## src/rtl/if_prefetch_queue.sv

```systemverilog
// Instruction-fetch front end: owns the fetch PC, issues imem requests, buffers responses in an in-order queue.
// Build option IF_PQ_BYPASS_EN: a live response into an empty queue reaches decode in the same cycle.
module if_prefetch_queue #(
    parameter int          DEPTH    = 4,
    parameter int          MAX_OUT  = 2,
    parameter logic [31:0] RESET_PC = 32'h0000_0000
) (
    input  logic        CLK,
    input  logic        RST,
    input  logic        redirect,
    input  logic [31:0] newPC,
    output logic        imem_req,
    output logic [31:0] imem_addr,
    input  logic        imem_gnt,
    input  logic        imem_rvalid,
    input  logic [31:0] imem_rdata,
    output logic        ins_valid,
    input  logic        ins_ready,
    output logic [31:0] Ins,
    output logic [31:0] nextPC
);
    localparam int PW = (DEPTH > 1) ? $clog2(DEPTH) : 1;
    localparam int CW = PW + 1;
    localparam int SW = CW + 1;

    typedef enum logic {FETCH, DRAIN} state_t;

    state_t        state_q, state_d;
    logic [31:0]   fpc_q, fpc_d;
    logic [1:0]    out_cnt_q, out_cnt_d;
    logic [1:0]    disc_cnt_q, disc_cnt_d;
    logic          hold_q, hold_d;
    logic [PW-1:0] rd_ptr_q, rd_ptr_d;
    logic [PW-1:0] wr_ptr_q, wr_ptr_d;
    logic [CW-1:0] count_q, count_d;
    logic [31:0]   ent_ins_q [DEPTH];
    logic [31:0]   ent_ins_d [DEPTH];
    logic [31:0]   ent_npc_q [DEPTH];
    logic [31:0]   ent_npc_d [DEPTH];

    logic          grant;
    logic          resp_live;
    logic          head_valid;
    logic          bypass_take;
    logic          push;
    logic          pop;
    logic [SW-1:0] reserved;
    logic [31:0]   resp_npc;
    logic [31:0]   target_pc;

    assign target_pc  = newPC & 32'hFFFF_FFFC;
    assign head_valid = (count_q != '0);
    assign reserved   = SW'(count_q) + SW'(out_cnt_q);

    // Every outstanding request already owns a queue slot, so responses can never overflow it.
    assign imem_req  = !RST && !hold_q && (state_q == FETCH)
                     && (reserved < SW'(DEPTH)) && (out_cnt_q < 2'(MAX_OUT));
    assign imem_addr = fpc_q;
    assign grant     = imem_req && imem_gnt;
    assign resp_live = imem_rvalid && (disc_cnt_q == 2'd0) && !redirect;

    // Live outstanding requests were granted back-to-back ending at fpc-4; the oldest is fpc - 4*out_cnt.
    assign resp_npc = fpc_q - {28'd0, out_cnt_q, 2'b00} + 32'd4;

    always_comb begin
        ins_valid   = head_valid;
        Ins         = head_valid ? ent_ins_q[rd_ptr_q] : 32'd0;
        nextPC      = head_valid ? ent_npc_q[rd_ptr_q] : 32'd0;
        bypass_take = 1'b0;
`ifdef IF_PQ_BYPASS_EN
        if (!head_valid && resp_live) begin
            ins_valid   = 1'b1;
            Ins         = imem_rdata;
            nextPC      = resp_npc;
            bypass_take = ins_ready;
        end
`endif
    end

    assign pop  = head_valid && ins_ready && !redirect;
    assign push = resp_live && !bypass_take;

    genvar gi;
    generate
        for (gi = 0; gi < DEPTH; gi = gi + 1) begin : g_entry
            assign ent_ins_d[gi] = (push && wr_ptr_q == PW'(gi)) ? imem_rdata : ent_ins_q[gi];
            assign ent_npc_d[gi] = (push && wr_ptr_q == PW'(gi)) ? resp_npc   : ent_npc_q[gi];
        end
    endgenerate

    always_comb begin
        state_d    = state_q;
        fpc_d      = fpc_q;
        out_cnt_d  = out_cnt_q + {1'b0, grant} - {1'b0, imem_rvalid};
        disc_cnt_d = disc_cnt_q;
        hold_d     = redirect;
        rd_ptr_d   = rd_ptr_q + PW'(pop);
        wr_ptr_d   = wr_ptr_q + PW'(push);
        count_d    = count_q + CW'(push) - CW'(pop);
        if (grant) begin
            fpc_d = fpc_q + 32'd4;
        end
        if (imem_rvalid && disc_cnt_q != 2'd0) begin
            disc_cnt_d = disc_cnt_q - 2'd1;
        end
        if (state_q == DRAIN && disc_cnt_d == 2'd0) begin
            state_d = FETCH;
        end
        // Everything still in flight after this cycle's updates belongs to the old stream.
        if (redirect) begin
            fpc_d      = target_pc;
            disc_cnt_d = out_cnt_d;
            rd_ptr_d   = '0;
            wr_ptr_d   = '0;
            count_d    = '0;
            state_d    = (out_cnt_d != 2'd0) ? DRAIN : FETCH;
        end
    end

    always_ff @(posedge CLK) begin
        if (RST) begin
            state_q    <= FETCH;
            fpc_q      <= RESET_PC;
            out_cnt_q  <= 2'd0;
            disc_cnt_q <= 2'd0;
            hold_q     <= 1'b0;
            rd_ptr_q   <= '0;
            wr_ptr_q   <= '0;
            count_q    <= '0;
        end else begin
            state_q    <= state_d;
            fpc_q      <= fpc_d;
            out_cnt_q  <= out_cnt_d;
            disc_cnt_q <= disc_cnt_d;
            hold_q     <= hold_d;
            rd_ptr_q   <= rd_ptr_d;
            wr_ptr_q   <= wr_ptr_d;
            count_q    <= count_d;
        end
    end

    always_ff @(posedge CLK) begin
        ent_ins_q <= ent_ins_d;
        ent_npc_q <= ent_npc_d;
    end

    assert property (@(posedge CLK) disable iff (RST) !(push && count_q == CW'(DEPTH)));

endmodule

```

## config.mk

```make
export PLATFORM = sky130hd
export DESIGN_NAME = if_prefetch_queue
export DESIGN_NICKNAME = d
export VERILOG_FILES = /design/src/rtl/if_prefetch_queue.sv
export SDC_FILE = /design/constraint.sdc
export NUM_CORES = 1
export LEC_CHECK = 0
export BUFFER_PORTS_ARGS = -buffer_cell sky130_fd_sc_hd__buf_2
export CAP_MARGIN = 20
export CELL_PAD_IN_SITES_DETAIL_PLACEMENT = 0
export CELL_PAD_IN_SITES_GLOBAL_PLACEMENT = 1
export CORE_UTILIZATION = 25
export CTS_BUF_LIST = sky130_fd_sc_hd__clkbuf_4 sky130_fd_sc_hd__clkbuf_8 sky130_fd_sc_hd__clkbuf_16
export DETAILED_ROUTE_END_ITERATION = 8
export PLACE_DENSITY_LB_ADDON = 0.1
export SYNTH_ARGS = -nofsm -noshare
export SYNTH_HDL_FRONTEND = slang
export SYNTH_SLANG_ARGS = --single-unit
```

## constraint.sdc

```tcl
create_clock -name CLK -period 6.55 [get_ports CLK]
set_clock_uncertainty 0.1 [all_clocks]
set_input_delay 1.31 -clock CLK [delete_from_list [all_inputs] [get_ports CLK]]
set_output_delay 1.31 -clock CLK [all_outputs]
set_load 0.01 [all_outputs]
```

==> results.ini, run 1 <==
[synthesis]
synth_area_sq_um = 13700
yosys_warnings = 0
ys_seq_area_share_pct = 60.6
synth-seq-cells = 291
syn_avg_cell_area_sq_um = 14.3
ys_types = 58
synth-main-ff-cell = edfxtp_1
synthArstFlopShare_pct = 0
synth-edff-count = 248
synthCells = 960

[setup_path]
critPathCaptureType = output port
crit_type = reg2out
ff2ff_path_depth = 10
cp.required_ns = 5.14
path_buf_inv = 2
start_kind = register
critPathArrivalTime_ns = 2.72
path_cells = buf_4 -> mux4_2 -> nor2b_1 -> buf_2
slowest_stage = dfxtp_4
crit_fanout = 30
rr_startpoint = out_cnt_q[1]
reg2reg_to = ent_npc_q[59]
cp_top_family = flip-flops
worst-path-stages = 4
cpPeakStageDelay_ns = 0.77
rrSetupSlack_ns = 2.88
cp-startpoint = rd_ptr_q[0]

[layout]
nFillCells = 5543
syn_to_final_growth_pct = 20.3
drive_gt1_share_pct = 27.3
utilization_pct = 30.5
nets = 1268
multi_input_area_sq_um = 5080
seq_area_sq_um = 8310
antenna_cells = 0

[status]
status = finished clean

[pwr]
ir_drop_v = 0.000154
power_frac_seq_pct = 45.9
power_leakage_nw = 6.14
combPwrFrac_pct = 13.8
p_sw_w = 0.00122
netSwitchingFraction_pct = 25.4
p_int_w = 0.00358
p_per_area_nw_per_um2 = 291
pwr-share-clk_pct = 40.3

[sta]
max_slew_margin_pct = 32.3
rsz0062_at_grt = no
hold_viol_final = 0
tightest_slew_ns = 1.01
max_freq_mhz = 242
min_period_ns = 4.13
drv_slew = 0
fin_ws_ns = 2.42
fin_hold_ws_ns = 0.452
finalCritPeriodShare_pct = 63.1
finalSetupTns_ns = 0
finalSetupViolCount = 0

[placement]
gp_congestion = 0.691
dp_slack_ns = 2.61
dp_hpwl_mm = 23.2
port_buffers = 161

[drt]
antenna_left = 0
vias_per_cell = 4.36
routed_wl_mm = 34.7
routedWlPerCell_microns = 18.7
drc = 0
dr.pass1.iters = 4
dr.first_iter.drc_count = 318
num_vias = 8071

[clock_tree]
cts_max_level = 2
clockBufferDepth = 3
cts_resized = 0
cts-buffers-inserted = 36
hold_buffers = 0
cts_setup_buffers = 0
clock-sinks = 291
clock_latency_ns = 0.54
root_buffer = clkbuf_16
cts_tree = yes
clk_pin_slew_ns = 0.06

[global_routing]
grt_max_degree = 65
grt_antenna_before_repair = 1
grt_use_total_pct = 12.6
grt_pass1_vias = 8727
grt-ovfl-total = 0
grt_pass1_wl_mm = 53.1

[min_path]
hold_start = disc_cnt_q[1]
hold_path_end = disc_cnt_q[1]
min_path_type = reg2reg
hold_path_depth = 2

[floorplanning]
initial_core_util_pct = 25.4
num_rows = 85
die_h_microns = 236
die_x_microns = 236
core_sq_um = 54000
num_io_pins = 168
die_area_sq_um = 55800

[flow_run]
maxCapViolations = 0

[cell usage after synthesis (all sizes together) (9+ instances only)]
library cell | n | area share (%)
inv | 48 | 1.3
dfxtp | 43 | 6.3
ha | 66 | 6.0
mux2i | 9 | 0.66
nor2 | 54 | 1.5
xnor2 | 50 | 3.2
edfxtp | 248 | 54
o21ai | 23 | 0.84
nor3 | 10 | 0.40
nand3 | 18 | 0.66
nand4 | 13 | 0.75
a21oi | 39 | 1.4
nand2 | 50 | 1.4
mux4 | 62 | 10
xor2 | 11 | 0.70
clkbuf | 32 | 0.88
buf | 14 | 0.49
and3 | 11 | 0.54
nor2b | 76 | 3.5
a21o | 16 | 0.88
[cell families after synthesis]
logic type                 Yosys count  synth area share (%)
buffers and inverters               94                  2.68
and+or+nand+nor                    254                  9.97
muxes                               72                  10.9
adders and majority gates           68                  6.31
DFF                                291                  60.6
xor gates and xnor gates            61                  3.90
AOI/OAI and AO/OA                  119                  5.57
other                                1                0.0273
[per-stage QoR]
step / instances / cell area, sq um / total power [W]
floorplan: 963 / 13700 / 0.00268
global placement: 1788 / 15400 / 0.00292
detailed placement: 1788 / 15400 / 0.00293
CTS: 1852 / 16500 / 0.00489
global route: 1852 / 16500 / 0.00503
finish: 1852 / 16500 / 0.00480
[tightest hold or removal path, delay by kind of cell, from the launching register on]
kind | cells | cell delay (ns)
simple gates | 1 | 0.07
flops | 1 | 0.35
compound gates | 1 | 0.11
[flip-flops by register name, indices dropped and copies added (netlist names)]
register	cells
count_q	3
disc_cnt_q	2
ent_ins_q	128
ent_npc_q	120
hold_q	1
imem_addr	30
out_cnt_q	2
rd_ptr_q	2
state_q	1
wr_ptr_q	2
[worst max-delay path by stage]
stage               endpoint  slack (ns)
3_5_place_dp        imem_req        2.61
5_1_grt               Ins[1]        2.17
4_1_cts           nextPC[22]        2.24
3_3_place_gp   ent_ins_q[66]        2.59
6_report              Ins[1]        2.42
2_1_floorplan  ent_ins_q[64]        1.40
[final cells by class]
cell class / instances / share of cell area (%)
Sequential cell: 291 / 50.4
Multi-Input combinational cell: 578 / 30.8
Clock buffer: 47 / 6.07
Timing Repair Buffer: 175 / 5.52
Tap cell: 696 / 5.28
Inverter: 48 / 1.09
Clock inverter: 17 / 0.865
[layout by cell type, fill, tap and decap left out, types with 6 or more instances in the layout]
cell type    n
dfxtp_1     41
and2_1       7
a21oi_1     39
inv_1       48
clkbuf_4    10
nand4_1     11
clkinv_1     6
mux4_2      62
nor3_1       7
nor2_1      52
o21ai_0     23
buf_4       14
edfxtp_1   248
and3_1       9
nand2_1     50
nor2b_1     76
a21o_1      16
mux2i_1      9
xnor2_1     50
buf_2      161
ha_1        66
xor2_1      11
nand3_1     18
clkbuf_16   37
[power groups by stage]
stage	clock, W	combinational, W	sequential [W]
global route	0.00207	0.000746	0.00221
detailed placement	0	0.000680	0.00225
floorplan	0	0.000440	0.00224
CTS	0.00201	0.000681	0.00221
finish	0.00193	0.000663	0.00220
global placement	0	0.000674	0.00224
[metal layers]
metal	global-route usage, %	wire length (microns)	vias up
met3	2.34	1300	44
met5	0	13	-
met4	4.66	881	2
li1	-	-	3905
met2	20.3	16000	153
met1	16.8	16500	3967
Note: power is estimated with default switching activity, not from simulation.
==> run 2: changes to the inputs <==
Clock period 6.55 ns to 4.2 ns, I/O delays scaled along.
==> run 2 against run 1 <==
Final area is 0.72% higher. Sequential power is 56% higher. Critical path depth is 8 higher. Sequential cell count stayed put. Non-clock buffer count is 6 higher. Sequential share of layout area is 0.36 points lower. Highest routed layer is now met4.
==> results.ini, run 2 (synthesis gave the netlist of run 1 again) <==
[floorplanning]
die_x_microns = 236  ; unchanged
num_rows = 85  ; unchanged
core_sq_um = 54000  ; unchanged
die_area_sq_um = 55800  ; unchanged
num_io_pins = 168  ; unchanged
initial_core_util_pct = 25.4  ; unchanged
die_h_microns = 236  ; unchanged

[clock_tree]
cts_max_level = 2  ; unchanged
cts_setup_buffers = 0  ; unchanged
cts-buffers-inserted = 36  ; unchanged
cts_tree = yes
hold_buffers = 0  ; unchanged
clock-sinks = 291  ; unchanged
clock_latency_ns = 0.54  ; about the same
root_buffer = clkbuf_16
clk_pin_slew_ns = 0.06  ; about the same
clockBufferDepth = 3  ; unchanged
cts_resized = 0  ; unchanged

[layout]
drive_gt1_share_pct = 27.9  ; +0.61 points
final_cell_mix = edfxtp_1 (248), buf_2 (161), nor2b_1 (76), ha_1 (66), mux4_2 (62)
largest_reg_flops = 128  ; unchanged
design_area_sq_um = 16600  ; +0.72%
final_cell_count_no_fill = 1859  ; +0.38%
largest_register = ent_ins_q
antenna_cells = 0  ; unchanged
layout_commonest_cell = edfxtp_1
syn_to_final_growth_pct = 21.2
nets = 1274  ; +0.47%

[sta]
max_freq_mhz = 276
tightest_slew_ns = 0.820  ; -0.192 ns
max_slew_margin_pct = 45.1  ; +13 points
drv_slew = 0  ; unchanged
finalCritPeriodShare_pct = 86.3
finalSetupTns_ns = 0  ; unchanged
rsz0062_at_grt = no
hold_viol_final = 0  ; unchanged
finalSetupViolCount = 0  ; unchanged
min_period_ns = 3.63
fin_hold_ws_ns = 0.422  ; -0.0300 ns

[drt]
routed_wl_mm = 34.6  ; -0.36%
dr.first_iter.drc_count = 438  ; +38%
dr.pass1.iters = 6  ; +2
num_vias = 8118  ; +0.58%
drc = 0  ; unchanged
routedWlPerCell_microns = 18.6  ; -0.74%
vias_per_cell = 4.37  ; +0.20%
antenna_left = 0  ; unchanged

[global_routing]
grt_antenna_before_repair = 0  ; -1
grt_pass1_vias = 8703  ; -0.28%
grt_max_degree = 65  ; unchanged
grt_pass1_wl_mm = 53.3  ; +0.31%
grt_use_total_pct = 12.6  ; +0.047 points
grt-ovfl-total = 0  ; unchanged

[placement]
dpl-instance-area_sq_um = 15500  ; +0.78%
placed_cells = 1794  ; +0.34%
port_buffers = 161  ; unchanged
dp_hpwl_mm = 22.9  ; -1.1%
gp_congestion = 0.716  ; +3.6%

[setup_path]
path_cells = inv_1 -> ha_1 -> ha_1 -> ha_1 -> o21ai_0 -> a21oi_1 -> a211oi_1 -> buf_4 -> or4_1 -> a31oi_1 -> nor2_1 -> xnor2_1
cp-startpoint = out_cnt_q[1]
crit_type = reg2reg
critPathArrivalTime_ns = 3.82  ; +1.10 ns
cpPeakStageDelay_ns = 0.53  ; -0.24 ns
slowest_stage = or4_1
crit_fanout = 4  ; -87%
cp_top_family = adder cells
cp.required_ns = 4.39  ; -0.75 ns
start_kind = register
critPathCaptureType = register
path_buf_inv = 2  ; unchanged
rr_startpoint = out_cnt_q[1]
critPathMostFrequentCell = ha_1

[pwr]
p_per_area_nw_per_um2 = 451  ; +55%
p_total_w = 0.00750  ; +56%
ir_drop_v = 0.000223  ; +45%
power_leakage_nw = 6.18  ; +0.58%

[min_path]
min_path_type = in2reg
hold_start = imem_rdata[3]

[status]
status = finished clean

[flow_run]
maxCapViolations = 0  ; unchanged

==> run 2: routing by layer <==
layer	vias to the layer above	GRT usage, %	routed length [microns]
met1	3997	17.2	16400
met5	-	0	0
li1	3924	-	-
met3	46	2.76	1440
met4	0	3.21	666
met2	151	20.4	16100
==> run 2: report_power, final <==
part / internal (W) / switching, W / total (W)
Combinational: 0.000421 / 0.000636 / 0.00106
Clock: 0.00177 / 0.00124 / 0.00301
Sequential: 0.00337 / 0.0000643 / 0.00344
Total: 0.00556 / 0.00194 / 0.00750
==> run 2: through the flow <==
step	worst slack, ns	utilization (%)
after floorplan	-0.106	-
after global placement	0.638	28.6
after detailed placement	0.592	28.6
after CTS	0.558	30.8
after global routing	0.340	30.8
final	0.574	30.8
==> run 2: area by class of cell <==
class / count / area (sq um)
clock inverter: 20 / 174
timing repair buffer: 181 / 1030
sequential: 291 / 8310
multi-input combinational: 578 / 5080
tap: 696 / 871
fill: 5513 / 37400
clock buffer: 45 / 968
inverter: 48 / 180
==> run 2: final timing paths <==
path / cells after the start / to / slack, ns
worst max-delay path: 12 / ent_npc_q[122] / 0.57
worst min-delay path: 1 / ent_ins_q[3] / 0.42
worst max register to register: 12 / ent_npc_q[122] / 0.57
worst min register to register: 2 / rd_ptr_q[1] / 0.45
